--- src/rtl/ram_burst_reader.sv ---
// Burst read engine: walks a RAM address range and streams words out with a 2-entry skid FIFO.
// Optional start-range rejection is compiled in with RAM_BURST_READER_ERR_EN.
module ram_burst_reader #(
    parameter int DWIDTH = 8,
    parameter int AWIDTH = 4
) (
    input  logic              clk_i,
    input  logic              rst_n_i,
    input  logic              start_i,
    input  logic [AWIDTH-1:0] start_addr_i,
    input  logic [AWIDTH:0]   len_i,
    output logic              busy_o,
    output logic [AWIDTH-1:0] rdpntr_o,
    input  logic [DWIDTH-1:0] q_i,
    output logic [DWIDTH-1:0] data_o,
    output logic              valid_o,
    input  logic              ready_i,
    output logic              last_o,
    output logic              done_o,
    output logic              err_o
);

    localparam logic [AWIDTH:0] LMAX = (AWIDTH+1)'(2**AWIDTH);

    typedef enum logic [1:0] {
        IDLE,
        READ,
        DONE
    } state_t;

    state_t            state;
    logic [AWIDTH-1:0] addr_q;
    logic [AWIDTH:0]   issue_cnt;
    logic [AWIDTH:0]   xfer_cnt;
    logic              inflight;
    logic [DWIDTH-1:0] fifo [2];
    logic              wr_ptr;
    logic              rd_ptr;
    logic [1:0]        count;
    logic              err_q;

    logic [AWIDTH:0]   len_clamp;
    logic              range_err;
    logic              xfer;
    logic [2:0]        committed;
    logic              issue;

    assign len_clamp = (len_i > LMAX) ? LMAX : len_i;

`ifdef RAM_BURST_READER_ERR_EN
    assign range_err = ({1'b0, start_addr_i} + len_clamp) > LMAX;
`else
    assign range_err = 1'b0;
`endif

    assign valid_o = (count != 2'd0);
    assign xfer    = valid_o & ready_i;

    // Slots already promised: stored words plus the read still in flight.
    assign committed = {1'b0, count} + {2'b0, inflight} - {2'b0, xfer};
    assign issue     = (state == READ) && (issue_cnt != '0) && (committed < 3'd2);

    assign data_o   = fifo[rd_ptr];
    assign last_o   = valid_o && (xfer_cnt == (AWIDTH+1)'(1));
    assign busy_o   = (state == READ);
    assign done_o   = (state == DONE);
    assign rdpntr_o = addr_q;
    assign err_o    = err_q;

    always_ff @(posedge clk_i or negedge rst_n_i) begin
        if (!rst_n_i) begin
            state     <= IDLE;
            addr_q    <= '0;
            issue_cnt <= '0;
            xfer_cnt  <= '0;
            inflight  <= 1'b0;
            fifo[0]   <= '0;
            fifo[1]   <= '0;
            wr_ptr    <= 1'b0;
            rd_ptr    <= 1'b0;
            count     <= 2'd0;
            err_q     <= 1'b0;
        end else begin
            err_q    <= 1'b0;
            inflight <= issue;

            if (inflight) begin
                fifo[wr_ptr] <= q_i;
                wr_ptr       <= ~wr_ptr;
            end
            if (xfer) begin
                rd_ptr <= ~rd_ptr;
            end
            count <= count + {1'b0, inflight} - {1'b0, xfer};

            if (issue) begin
                addr_q    <= addr_q + 1'b1;
                issue_cnt <= issue_cnt - 1'b1;
            end

            unique case (state)
                IDLE: begin
                    if (start_i) begin
                        if (range_err) begin
                            err_q <= 1'b1;
                        end else if (len_clamp == '0) begin
                            state <= DONE;
                        end else begin
                            state     <= READ;
                            addr_q    <= start_addr_i;
                            issue_cnt <= len_clamp;
                            xfer_cnt  <= len_clamp;
                        end
                    end
                end
                READ: begin
                    if (xfer) begin
                        xfer_cnt <= xfer_cnt - 1'b1;
                        if (xfer_cnt == (AWIDTH+1)'(1)) begin
                            state <= DONE;
                        end
                    end
                end
                DONE: begin
                    state <= IDLE;
                end
                default: begin
                    state <= IDLE;
                end
            endcase
        end
    end

endmodule

--- config.mk ---
export PLATFORM = sky130hd
export DESIGN_NAME = ram_burst_reader
export DESIGN_NICKNAME = d
export VERILOG_FILES = /design/src/rtl/ram_burst_reader.sv
export SDC_FILE = /design/constraint.sdc
export NUM_CORES = 1
export LEC_CHECK = 0
export ABC_CLOCK_PERIOD_IN_PS = 3050
export BUFFER_PORTS_ARGS = -buffer_cell sky130_fd_sc_hd__clkbuf_2
export CORE_ASPECT_RATIO = 0.6
export CORE_MARGIN = 3
export CORE_UTILIZATION = 55
export DETAILED_ROUTE_END_ITERATION = 12
export PLACE_DENSITY_LB_ADDON = 0.3
export SLEW_MARGIN = 10
export SYNTH_ARGS = -nofsm -noshare
export SYNTH_HDL_FRONTEND = slang
export SYNTH_SLANG_ARGS = --single-unit
--- constraint.sdc ---
create_clock -name clk_i -period 3.05 [get_ports clk_i]
set_input_delay 0 -clock clk_i [delete_from_list [all_inputs] [get_ports clk_i]]
set_output_delay 0 -clock clk_i [all_outputs]
set_load 0.01 [all_outputs]
==> metrics <==
outcome complete, no violations; Antenna Cells 0; cell with the most instances after synthesis dfrtp_1; root buffer cell clkbuf_8; critical path fanouts, max 9; Top Ports 38; Post-synth EDFFs 0; placed cell count approximately 250; Core Box Area about 3400 sq um; slowest CP cell fa_1; RSZ-0062 raised after global routing no; post-synthesis net count around 210; sequential power share 38.5%; Final min period about 2.8 ns; Yosys cell types 53; DP Wirelength 3063 microns; slew margin rel. between 30% and 40%; sw frac about two fifths; type of the worst setup path reg -> reg; first-pass GRT wire length 7127 microns; detailed-route DRC error count 0; Placed Area approximately 2200 sq um; initial antenna violation count 0; fraction of registers with async set/reset 100.0%; GP Congestion about 0.85; part of the power in the clock network 13.4%; post-synth top area share 46.19%; Clock transition at path regs 0.07 ns; maximum vdd drop 0.5563 mV; CTS sink count 37; MaxCap Viol Count 0; largest stage delay on the critical path between 0.4 and 0.5 ns; FP Rows 16; Die Y around 53 microns; Tot Pwr 2.453 mW; Synth area leaders dfrtp_1 (46%), mux2_2 (14%), ha_1 (4.4%); warnings from Yosys 0; Starting Density 59.60%; critical path, cell by cell o21a_2 > ha_1 > inv_1 > ha_1 > inv_1 > fa_1 > and3b_1 > nand2_1 > or4_1 > o211ai_1; IO buf count 36; Antenna Nets Post-Route 0; Synth Flop Type dfrtp_1; Logic pwr share about 48%; CP required between 3 and 4 ns; final wirelength roughly 4200 microns; routed vias/inst 5.591; vias in the first global route roughly 1,500; Post-CTS Setup Bufs 0; Nets 259; DR WL/cell approximately 15 microns; die area 4428 sq um; GRT Overall Usage between 20 and 25%; worst-skew pair later-pin latency 0.28 ns; worst slew pin tran around 0.92 ns; final core area utilization 72.10%; synth-to-layout area growth 20.97%; leading area contributor after synthesis dfrtp_1; DRT iter0 DRCs 62; cts bufs inserted 5; setup TNS 0 ns; post-synthesis sequential area ratio between 40% and 50%; largest net degree at the start of global routing 38; Avg Cell Area, Syn 11.14 sq um; Pleak 1.101 nW; element type at the critical path start register; max-slew violations 0; most instantiated cells after synthesis dfrtp_1 (37), mux2_2 (25), nand2_1 (11); CTS tree built; DRT Pass-1 Iters 4; DR vias 1,543; critical path arrival 2.97 ns; clock buffer depth 2; final instance area 2425 sq um; f_max between 300 and 400 MHz; non-filler instance count after layout 276; internal power 1.485 mW; PwrDens 1012 nW/um^2; Synth Register Bits 37; cell area after synthesis 2004 sq um; ratio of cells with drive above 1 in the final layout between 30% and 40%; Gate Count Post-Synth 180; Sw Pwr 0.9683 mW; CP Capture Type register; grt ovf 0; H-tree Lvls 2; period utilization 90.71%; Die W 83.94 microns; Setup Skew 0.006381 ns; Hold WC Path Type in -> reg; final hold vios 0; Setup-failing EPs final 0
[routing by layer]
| metal | track usage (%) | share of wire [%] | vias to the layer above |
|---|---|---|---|
| li1 | - | - | 751 |
| met1 | 29.66 | 50 | 751 |
| met2 | 31.79 | 46 | 39 |
| met3 | 5.651 | 4.5 | 2 |
| met4 | 4.545 | 0.19 | 0 |
| met5 | 0 | 0 | - |
[cell type report]
type,count,area (sq um)
clock inverters,2,10.01
inverters,11,41.29
clock buffers,6,72.57
well taps,45,56.30
repair buffers,50,320.3
multi-input cells,125,998.5
fillers,262,938.4
flip-flops and latches,37,925.9
[placed cells by master (no fill, tap or decap), types with 2 or more instances in the layout]
cell | synthesis | routed
a21oi_1 | 7 | 7
a31oi_1 | 5 | 5
clkbuf_2 | 0 | 36
clkbuf_8 | 0 | 5
clkinv_2 | 0 | 2
dfrtp_1 | 37 | 37
dlygate4sd3_1 | 0 | 14
ha_1 | 7 | 7
inv_1 | 10 | 10
mux2_2 | 25 | 25
nand2_1 | 11 | 11
nand3_1 | 4 | 4
nand4_1 | 3 | 3
nor2_1 | 5 | 5
nor2b_1 | 3 | 3
nor3_1 | 6 | 6
o21ai_0 | 7 | 7
o21bai_1 | 2 | 2
or3b_1 | 2 | 2
xnor2_1 | 3 | 3
xor2_1 | 4 | 4
[worst max-delay path, delay by kind of cell, from the launching register on]
kind | cells | cell delay, ns
flops | 1 | 0.43
compound gates | 2 | 0.40
buf+inv | 2 | 0.11
simple gates | 3 | 0.83
fa+ha+maj | 3 | 0.91
[per-stage QoR]
| stage | hold WS (ns) | setup WS [ns] |
|---|---|---|
| after detailed placement | 0.1647 | 0.2336 |
| after CTS | 0.01062 | 0.2303 |
| after floorplan | -0.2956 | 0.3726 |
| after global placement | 0.1553 | 0.3759 |
| final | 0.01346 | 0.2833 |
| after global routing | 0.04868 | 0.04353 |
[logic make-up (layout without fill, tap and decap cells)]
family / after synthesis / after routing / synth area share [%]
other: 1 / 1 / 0.1871
XOR/XNOR: 7 / 7 / 3.059
AO/OA/AOI/OAI: 32 / 32 / 10.80
buffers and inverters: 18 / 69 / 4.058
AND/OR/NAND/NOR: 51 / 51 / 15.80
multiplexers: 26 / 26 / 14.54
adder cells (fa/ha/maj): 8 / 8 / 5.368
flip-flops: 37 / 37 / 46.19
[path summary, 6_finish.rpt]
kind,slack [ns],startpoint,depth (start not counted),endpoint
hold / removal,0.01,start_i,3,state[1]$_DFFE_PN0P_
hold reg to reg,0.50,wr_ptr$_DFFE_PN0P_,1,wr_ptr$_DFFE_PN0P_
setup / recovery,0.28,count[1]$_DFF_PN0_,10,issue_cnt[4]$_DFF_PN0_
min in group asynchronous,0.39,rst_n_i,2,issue_cnt[2]$_DFF_PN0_
max in group asynchronous,2.10,rst_n_i,2,fifo[9]$_DFFE_PN0P_
setup reg to reg,0.28,count[1]$_DFF_PN0_,10,issue_cnt[4]$_DFF_PN0_
[flip-flops by register name (all words and copies together), names as in the netlist]
name,count
count,2
fifo,16
inflight,1
issue_cnt,5
rd_ptr,1
rdpntr_o,4
state,2
wr_ptr,1
xfer_cnt,5
[power by group through the flow]
stage	Clock (mW)	Combinational [mW]	Sequential, mW
2_1_floorplan	0	0.894	0.881
3_3_place_gp	0	1.11	0.928
3_5_place_dp	0	1.16	0.949
4_1_cts	0.336	1.18	0.940
5_1_grt	0.360	1.32	0.981
6_report	0.328	1.18	0.945
[what timing repair did]
item                       in CTS  in global routing
hold endpoints to repair       58                  0
setup endpoints to repair       0                  3
hold buffers                   14                  0
gates resized for setup         0                  1
Note: power is estimated with default switching activity, not from simulation.
